===== config.mk =====
export PLATFORM = sky130hd
export DESIGN_NAME = led_display_scheduler
export DESIGN_NICKNAME = d
export VERILOG_FILES = /design/src/rtl/led_display_scheduler.sv
export SDC_FILE = /design/constraint.sdc
export NUM_CORES = 1
export LEC_CHECK = 0
export BUFFER_PORTS_ARGS = -buffer_cell sky130_fd_sc_hd__buf_4
export CORE_MARGIN = 2
export CORE_UTILIZATION = 60
export DETAILED_ROUTE_END_ITERATION = 7
export PLACE_DENSITY_LB_ADDON = 0.08
export SETUP_SLACK_MARGIN = 0.3
export SLEW_MARGIN = 15
export SYNTH_ARGS = -nofsm -noshare
export SYNTH_HDL_FRONTEND = slang
export SYNTH_SLANG_ARGS = --single-unit
export TNS_END_PERCENT = 20

===== constraint.sdc =====
create_clock -name clock -period 2.46 [get_ports clock]
set_input_delay 0.123 -clock clock [delete_from_list [all_inputs] [get_ports clock]]
set_output_delay 0.123 -clock clock [all_outputs]
set_load 0.01 [all_outputs]

===== src/rtl/led_display_scheduler.sv =====
// Shares the 8-LED bar between a bouncing scan dot and a volume bar graph, with a built-in step prescaler.
// Optional peak-hold marker is enabled by defining PEAK_HOLD_EN.
module led_display_scheduler #(
   parameter int TICK_DIV   = 50_000_000,
   parameter int HOLD_TICKS = 3
) (
   input  logic       clock,
   input  logic       reset,
   input  logic       enable,
   input  logic       vol_valid,
   output logic       vol_ready,
   input  logic [3:0] vol_level,
   output logic       step_tick,
   output logic       mode,
   output logic [7:0] LEDR
);

   // state  | meaning
   // SCAN   | LEDR shows the bouncing dot at pos
   // VOLUME | LEDR shows the bar for lvl; pos/dir frozen until hold expires
   typedef enum logic {SCAN = 1'b0, VOLUME = 1'b1} state_t;

   localparam int CNT_W  = $clog2(TICK_DIV);
   localparam int HOLD_W = $clog2(HOLD_TICKS + 1);

   state_t            state_q, state_nx;
   logic [CNT_W-1:0]  cnt_q;
   logic              tick_q;
   logic [2:0]        pos_q, pos_nx;
   logic              dir_q, dir_nx;
   logic [3:0]        lvl_q, lvl_nx;
   logic [HOLD_W-1:0] hold_q, hold_nx;
   logic [7:0]        led_nx;
   logic [3:0]        lvl_clamped;
   logic              accept;
   logic              step;
`ifdef PEAK_HOLD_EN
   logic [3:0]        peak_q, peak_nx;
`endif

   assign lvl_clamped = (vol_level > 4'd8) ? 4'd8 : vol_level;
   assign accept      = vol_valid & vol_ready;
   assign step        = tick_q & enable;
   assign step_tick   = step;
   assign mode        = (state_q == VOLUME);

   always_comb begin
      state_nx = state_q;
      pos_nx   = pos_q;
      dir_nx   = dir_q;
      lvl_nx   = lvl_q;
      hold_nx  = hold_q;
`ifdef PEAK_HOLD_EN
      peak_nx  = peak_q;
      if (accept && lvl_clamped > peak_q)
         peak_nx = lvl_clamped;
      else if (!accept && step && state_q == SCAN && peak_q != 4'd0)
         peak_nx = peak_q - 4'd1;
`endif
      // Accept always wins over a coincident step, in either state.
      if (accept) begin
         state_nx = VOLUME;
         lvl_nx   = lvl_clamped;
         hold_nx  = HOLD_W'(HOLD_TICKS);
      end else if (step) begin
         unique case (state_q)
            SCAN: begin
               if (!dir_q) begin
                  if (pos_q == 3'd7) begin
                     pos_nx = 3'd6;
                     dir_nx = 1'b1;
                  end else begin
                     pos_nx = pos_q + 3'd1;
                  end
               end else begin
                  if (pos_q == 3'd0) begin
                     pos_nx = 3'd1;
                     dir_nx = 1'b0;
                  end else begin
                     pos_nx = pos_q - 3'd1;
                  end
               end
            end
            VOLUME: begin
               if (hold_q == HOLD_W'(1))
                  state_nx = SCAN;
               else
                  hold_nx = hold_q - HOLD_W'(1);
            end
            default: state_nx = SCAN;
         endcase
      end
   end

   always_comb begin
      led_nx = 8'h00;
      if (state_nx == VOLUME) begin
         for (int i = 0; i < 8; i++)
            led_nx[i] = (4'(i) < lvl_nx);
`ifdef PEAK_HOLD_EN
         if (peak_nx > lvl_nx)
            led_nx[3'(peak_nx - 4'd1)] = 1'b1;
`endif
      end else begin
         led_nx = 8'h01 << pos_nx;
      end
   end

   always_ff @(posedge clock) begin
      if (reset) begin
         cnt_q  <= '0;
         tick_q <= 1'b0;
      end else if (enable) begin
         if (cnt_q == CNT_W'(TICK_DIV - 1)) begin
            cnt_q  <= '0;
            tick_q <= 1'b1;
         end else begin
            cnt_q  <= cnt_q + CNT_W'(1);
            tick_q <= 1'b0;
         end
      end else begin
         tick_q <= 1'b0;
      end
   end

   always_ff @(posedge clock) begin
      if (reset) begin
         state_q   <= SCAN;
         pos_q     <= 3'd0;
         dir_q     <= 1'b0;
         lvl_q     <= 4'd0;
         hold_q    <= '0;
         vol_ready <= 1'b0;
         LEDR      <= 8'h01;
`ifdef PEAK_HOLD_EN
         peak_q    <= 4'd0;
`endif
      end else begin
         state_q   <= state_nx;
         pos_q     <= pos_nx;
         dir_q     <= dir_nx;
         lvl_q     <= lvl_nx;
         hold_q    <= hold_nx;
         vol_ready <= 1'b1;
         LEDR      <= led_nx;
`ifdef PEAK_HOLD_EN
         peak_q    <= peak_nx;
`endif
      end
   end

endmodule


Yosys cells after proc, flatten, opt, wreduce, memory -nomap -nowiden
Cells that the tools add are included.
W data, S select, Z words.
- eq/ne operators: 4
- add/subtract/negate cells: 4
- div/mod/pow operators: 0
- multiply operators: 0
- shift-type cells: 1
- order comparisons: 9
- reductions and logical operators: 6
- bitwise operators: 5
- muxes and demuxes: 23
- operator list (cell ; count):
    $add A26 B1 Y26 const B ; 1
    $eq A26 B26 Y1 const B ; 1
    $mux W26 ; 1
    $mux W3 ; 6
    $lt A3 B4 Y1 const A ; 4
    $mux W1 ; 9
    $lt A1 B4 Y1 const A ; 2
    $lt A2 B4 Y1 const A ; 2
    $mux W2 ; 4
    $mux W4 ; 2
    $mux W8 ; 1
    $shl A1 B3 Y8 const A ; 1
    $reduce_and A3 Y1 ; 2
    $gt A4 B4 Y1 const B ; 1
    $reduce_bool A2 Y1 ; 2
    $add A3 B1 Y3 const B ; 1
    $eq A3 B3 Y1 const B ; 1
    $logic_not A3 Y1 ; 1
    $not A1 Y1 ; 3
    $sub A3 B1 Y3 const B ; 1
    $and A1 B1 Y1 ; 2
    $eq A2 B1 Y1 const B ; 1
    $ne A2 B2 Y1 const B ; 1
    $reduce_or A2 Y1 ; 1
    $sub A2 B1 Y2 const B ; 1
- memories: 0
- output and inout port bits: 11
- memory bits (read-only): 0
- logic and storage cells: 61
- memory bits (writable): 0
- latch bits: 0
- register bits: 47
- bits of input ports: 8

Depth between registers and ports, before layout
- word-level depth: 8
- mapped depth: 8

Worst setup path before layout
OpenSTA, ideal clock, no wires.
- path kind: reg2reg
- from: register pos_q[0]
- to: register LEDR[0]
- setup time: 0.135 ns
- data required time: 2.325 ns
- clock period less this slack: 1.731 ns
- data arrival time: 1.596 ns
- cell stages (with the launch flop): 7
- path slack: 0.729 ns
- path through: dfxtp_1 -> inv_1 -> ha_1 -> a211oi_1 -> or3_1 -> o211ai_1 -> o311ai_1
- longest elaborated chain between the ends: 8
- elaborated cells between the ends (all ways): 12
- classes of those cells: add/sub (2); eq/ne (1); shift (1); mux (7); reduce/logical (1)
- ends and longest elaborated chain (element ; RTL line ; source):
    from (decl) ; 29 ; logic [2:0] pos_q, pos_nx;
    from (signal assigned) ; 140 ; pos_q <= pos_nx;
    $add A3 B1 Y3 (tied with other cells) ; 73 ; pos_nx = pos_q + 3'd1;
    $mux W3 (on tied branches) ; 69, 76 ;
    $mux W3 ; 68 ; if (!dir_q) begin
    $mux W3 ; 66 ; unique case (state_q)
    $mux W3 ; 65 ; end else if (step) begin
    $mux W3 (*) ; 61 ; if (accept) begin
    $shl A1 B3 Y8 (*) ; 105 ; led_nx = 8'h01 << pos_nx;
    $mux W8 (*) ; 97 ; if (state_nx == VOLUME) begin
    to (signal assigned) ; 145 ; LEDR <= led_nx;
    to (decl) ; 15 ; output logic [7:0] LEDR
Every way passes the cells marked *; elsewhere a longest branch is shown, timed or not.
A chain may end at the register's enable or synchronous reset.

Final worst setup path
- from: register pos_q[0]
- to: register LEDR[1]
Same word-level chain as after synthesis.

==> out/results.tsv <==
metric	value	unit
cts_buffer_depth	2	
area_delta_synth_final	7.76	%
synth_area	2560	sq um
hold_end	hold_q[1]	
yosys_warnings	0	
hold_depth	2	
fillers	337	
grtUsageMet1	32.6	%
p_sw	0.346	mW
leakage	0.991	nW
p_clk_share	33.3	%
finalCritPeriodShare	79.3	%
cts.sinks	47	
path_class	reg -> reg	
synth_xor_area_share	4.44	%
drc	0	
rsz0062_at_grt	no	
nets	311	
layoutNonFillerInstCount	348	
top_usage_layer	met2	
avgSynthCellArea	8.96	sq um
finalHoldViolCount	0	
post_cts_buffers	0	
synth_compound_area_share	22.6	%
synth_top_family_by_area	simple AND/OR/NAND/NOR gates	
setup_viol	0	
cts-buffers-inserted	5	
vias_per_cell	6.37	
ys_seq_elements	47	
hp-start	reset	
worst_pin_slew	0.630	ns
wl	5480	um
min_path_type	in -> reg	
place_congestion	0.875	
grt_max_degree	20	
final_common_cell	dfxtp_1	
fin_skew	0.00583	ns
share_comb_of_total_power	9.0	%
fp.dieH	69.4	um
layout_min_cycle_time	1.95	ns
critPathLaunchType	flop	
grt_use_met3	4.36	%
first_global_vias	2024	
seq_area_frac_synth	36.7	%
synth_cell_types	59	
dr.pass1.iters	4	
muxShareOfSynthArea	1.61	%
r2r_slack	0.51	ns
final_cell_mix	46 x dfxtp_1, 21 x nor2_1, 21 x buf_4	
fmax	0.512	GHz
crit_path_max_fanout	7	
finalSetupTns	0	ns
netlist_instances	286	
first_iter_violations	196	
hpwl	3920	um
die_w	69.4	um
wl_per_cell	15.8	um
pin_count	19	
overflow	0	
antenna_left	0	
seqPwrFrac	57.7	%
root_buffer	clkbuf_8	
htree_levels	2	
r2r_end	LEDR[1]	
drive_gt1_share	14.1	%
clk_latency	0.30	ns
max-slew-margin-rel	57.8	%
p_int	1.03	mW
endpoint_kind	flop	
required	2.66	ns
synth-simple-area-share	25.8	%
antenna_found_initial	0	
power_density	498	nW/um^2
reg2reg_from	pos_q[0]	
syn-num-nets	300	
vias	2218	
irDropWorstVdd	359	uV
n_antenna_cell	0	
fp.coreArea	4060	sq um
critPathLaunch	pos_q[0]	
rows	23	
run_status	finished clean	
synthAdderAreaFrac	2.93	%
portBuffers	18	
grtUsageMet2	35.7	%
cts_hold_buf	0	
cts_tree	yes	
rr_worst_depth	6	
cp.arrival	2.15	ns
netSwitchingFraction	25.1	%
die-area	4810	sq um
slew_viol_final	0	
initial_core_util	63.2	%
gr-usage-all-layers	23.5	%
grt_pass1_wl	9280	um
synth_flop_cell	dfxtp_1	
fin_util	68.1	%
ys_async_sr_fraction	0	%
dpl.cell_count	340	
synth_edf_count	0	
path_clk_slew	0.09	ns
maxCapViolCount	0	
==> Yosys cell counts (all sizes together) (3+ instances only) <==
library cell,count,area [sq um]
nor2,21,78.8
nand4,12,90.1
and4,6,53.8
a21bo,3,30.0
a31oi,3,18.8
a211o,3,26.3
nand2,15,56.3
inv,12,45.0
o41ai,3,26.3
o32ai,4,35.0
nand4b,6,52.6
ha,6,75.1
mux2i,3,30.0
xor2,7,61.3
and3,6,37.5
dfxtp,47,941
a211oi,4,30.0
o31ai,12,100
clkbuf,5,18.8
xnor2,6,52.6
buf,12,87.6
nand3,8,40.0
a21oi,18,93.8
or4,8,63.8
and2,9,56.3
nor3,7,35.0
nor4,3,18.8
o21ai,8,40.0
nand2b,3,18.8
==> what timing repair did <==
item,in CTS,in global routing
gates resized for setup,0,1
setup endpoints to repair,0,5
endpoints found under the hold margin,0,0
==> routing by layer <==
metal / wire, um / vias to the layer above / share of wire (%)
li1: - / 1104 / -
met1: 2630 / 1047 / 48
met2: 2440 / 60 / 45
met3: 338 / 7 / 6.2
met4: 73 / 0 / 1.3
met5: 0 / - / 0
==> cell type report <==
| cell class | count | area (sq um) | area share, % |
|---|---|---|---|
| multi-input combinational | 210 | 1470 | 53.2 |
| sequential | 47 | 942 | 34.1 |
| timing repair buffer | 21 | 158 | 5.71 |
| clock buffer | 5 | 68.8 | 2.49 |
| tap | 50 | 62.6 | 2.27 |
| inverter | 12 | 45.0 | 1.63 |
| clock inverter | 3 | 15.0 | 0.544 |
==> state kept, by name, summed over array words and instances (netlist names) <==
signal,cells
vol_ready,1
cnt_q,26
LEDR,8
pos_q,3
mode,1
dir_q,1
lvl_q,4
hold_q,2
tick_q,1
==> logic make-up after synthesis <==
logic type	after synthesis
XOR/XNOR	13
flip-flops	47
multiplexers	4
AO/OA/AOI/OAI	75
buffers and inverters	29
adder cells (fa/ha/maj)	6
AND/OR/NAND/NOR	112
==> power groups by stage <==
stage / registers, mW / clock network, mW / logic [mW]
finish: 0.793 / 0.457 / 0.124
global route: 0.796 / 0.496 / 0.137
CTS: 0.793 / 0.468 / 0.124
detailed placement: 0.811 / 0 / 0.123
global placement: 0.810 / 0 / 0.122
floorplan: 0.812 / 0 / 0.0783
==> metrics by stage <==
step | setup slack [ns] | hold WS (ns) | cell area [sq um] | total power [mW]
global placement | 0.554 | 0.456 | 2680 | 0.932
floorplan | 0.729 | 0.287 | 2560 | 0.890
global route | 0.326 | 0.156 | 2760 | 1.43
CTS | 0.409 | 0.131 | 2760 | 1.39
detailed placement | 0.433 | 0.458 | 2680 | 0.935
finish | 0.508 | 0.131 | 2760 | 1.37
==> critical path: stages (launching register included) <==
cell      delay [ns]
dfxtp_2         0.44
inv_1           0.09
ha_1            0.24
a21boi_0        0.24
a21boi_0        0.30
o211ai_1        0.23
o41ai_1         0.30
==> how the worst max path moves through the flow <==
stage	slack, ns	to	depth (start not counted)
4_1_cts	0.41	LEDR[1]	6
3_3_place_gp	0.55	LEDR[1]	6
6_report	0.51	LEDR[1]	6
2_1_floorplan	0.73	LEDR[0]	6
3_5_place_dp	0.43	LEDR[1]	6
5_1_grt	0.33	LEDR[3]	4
(Power assumes the default switching activity.)
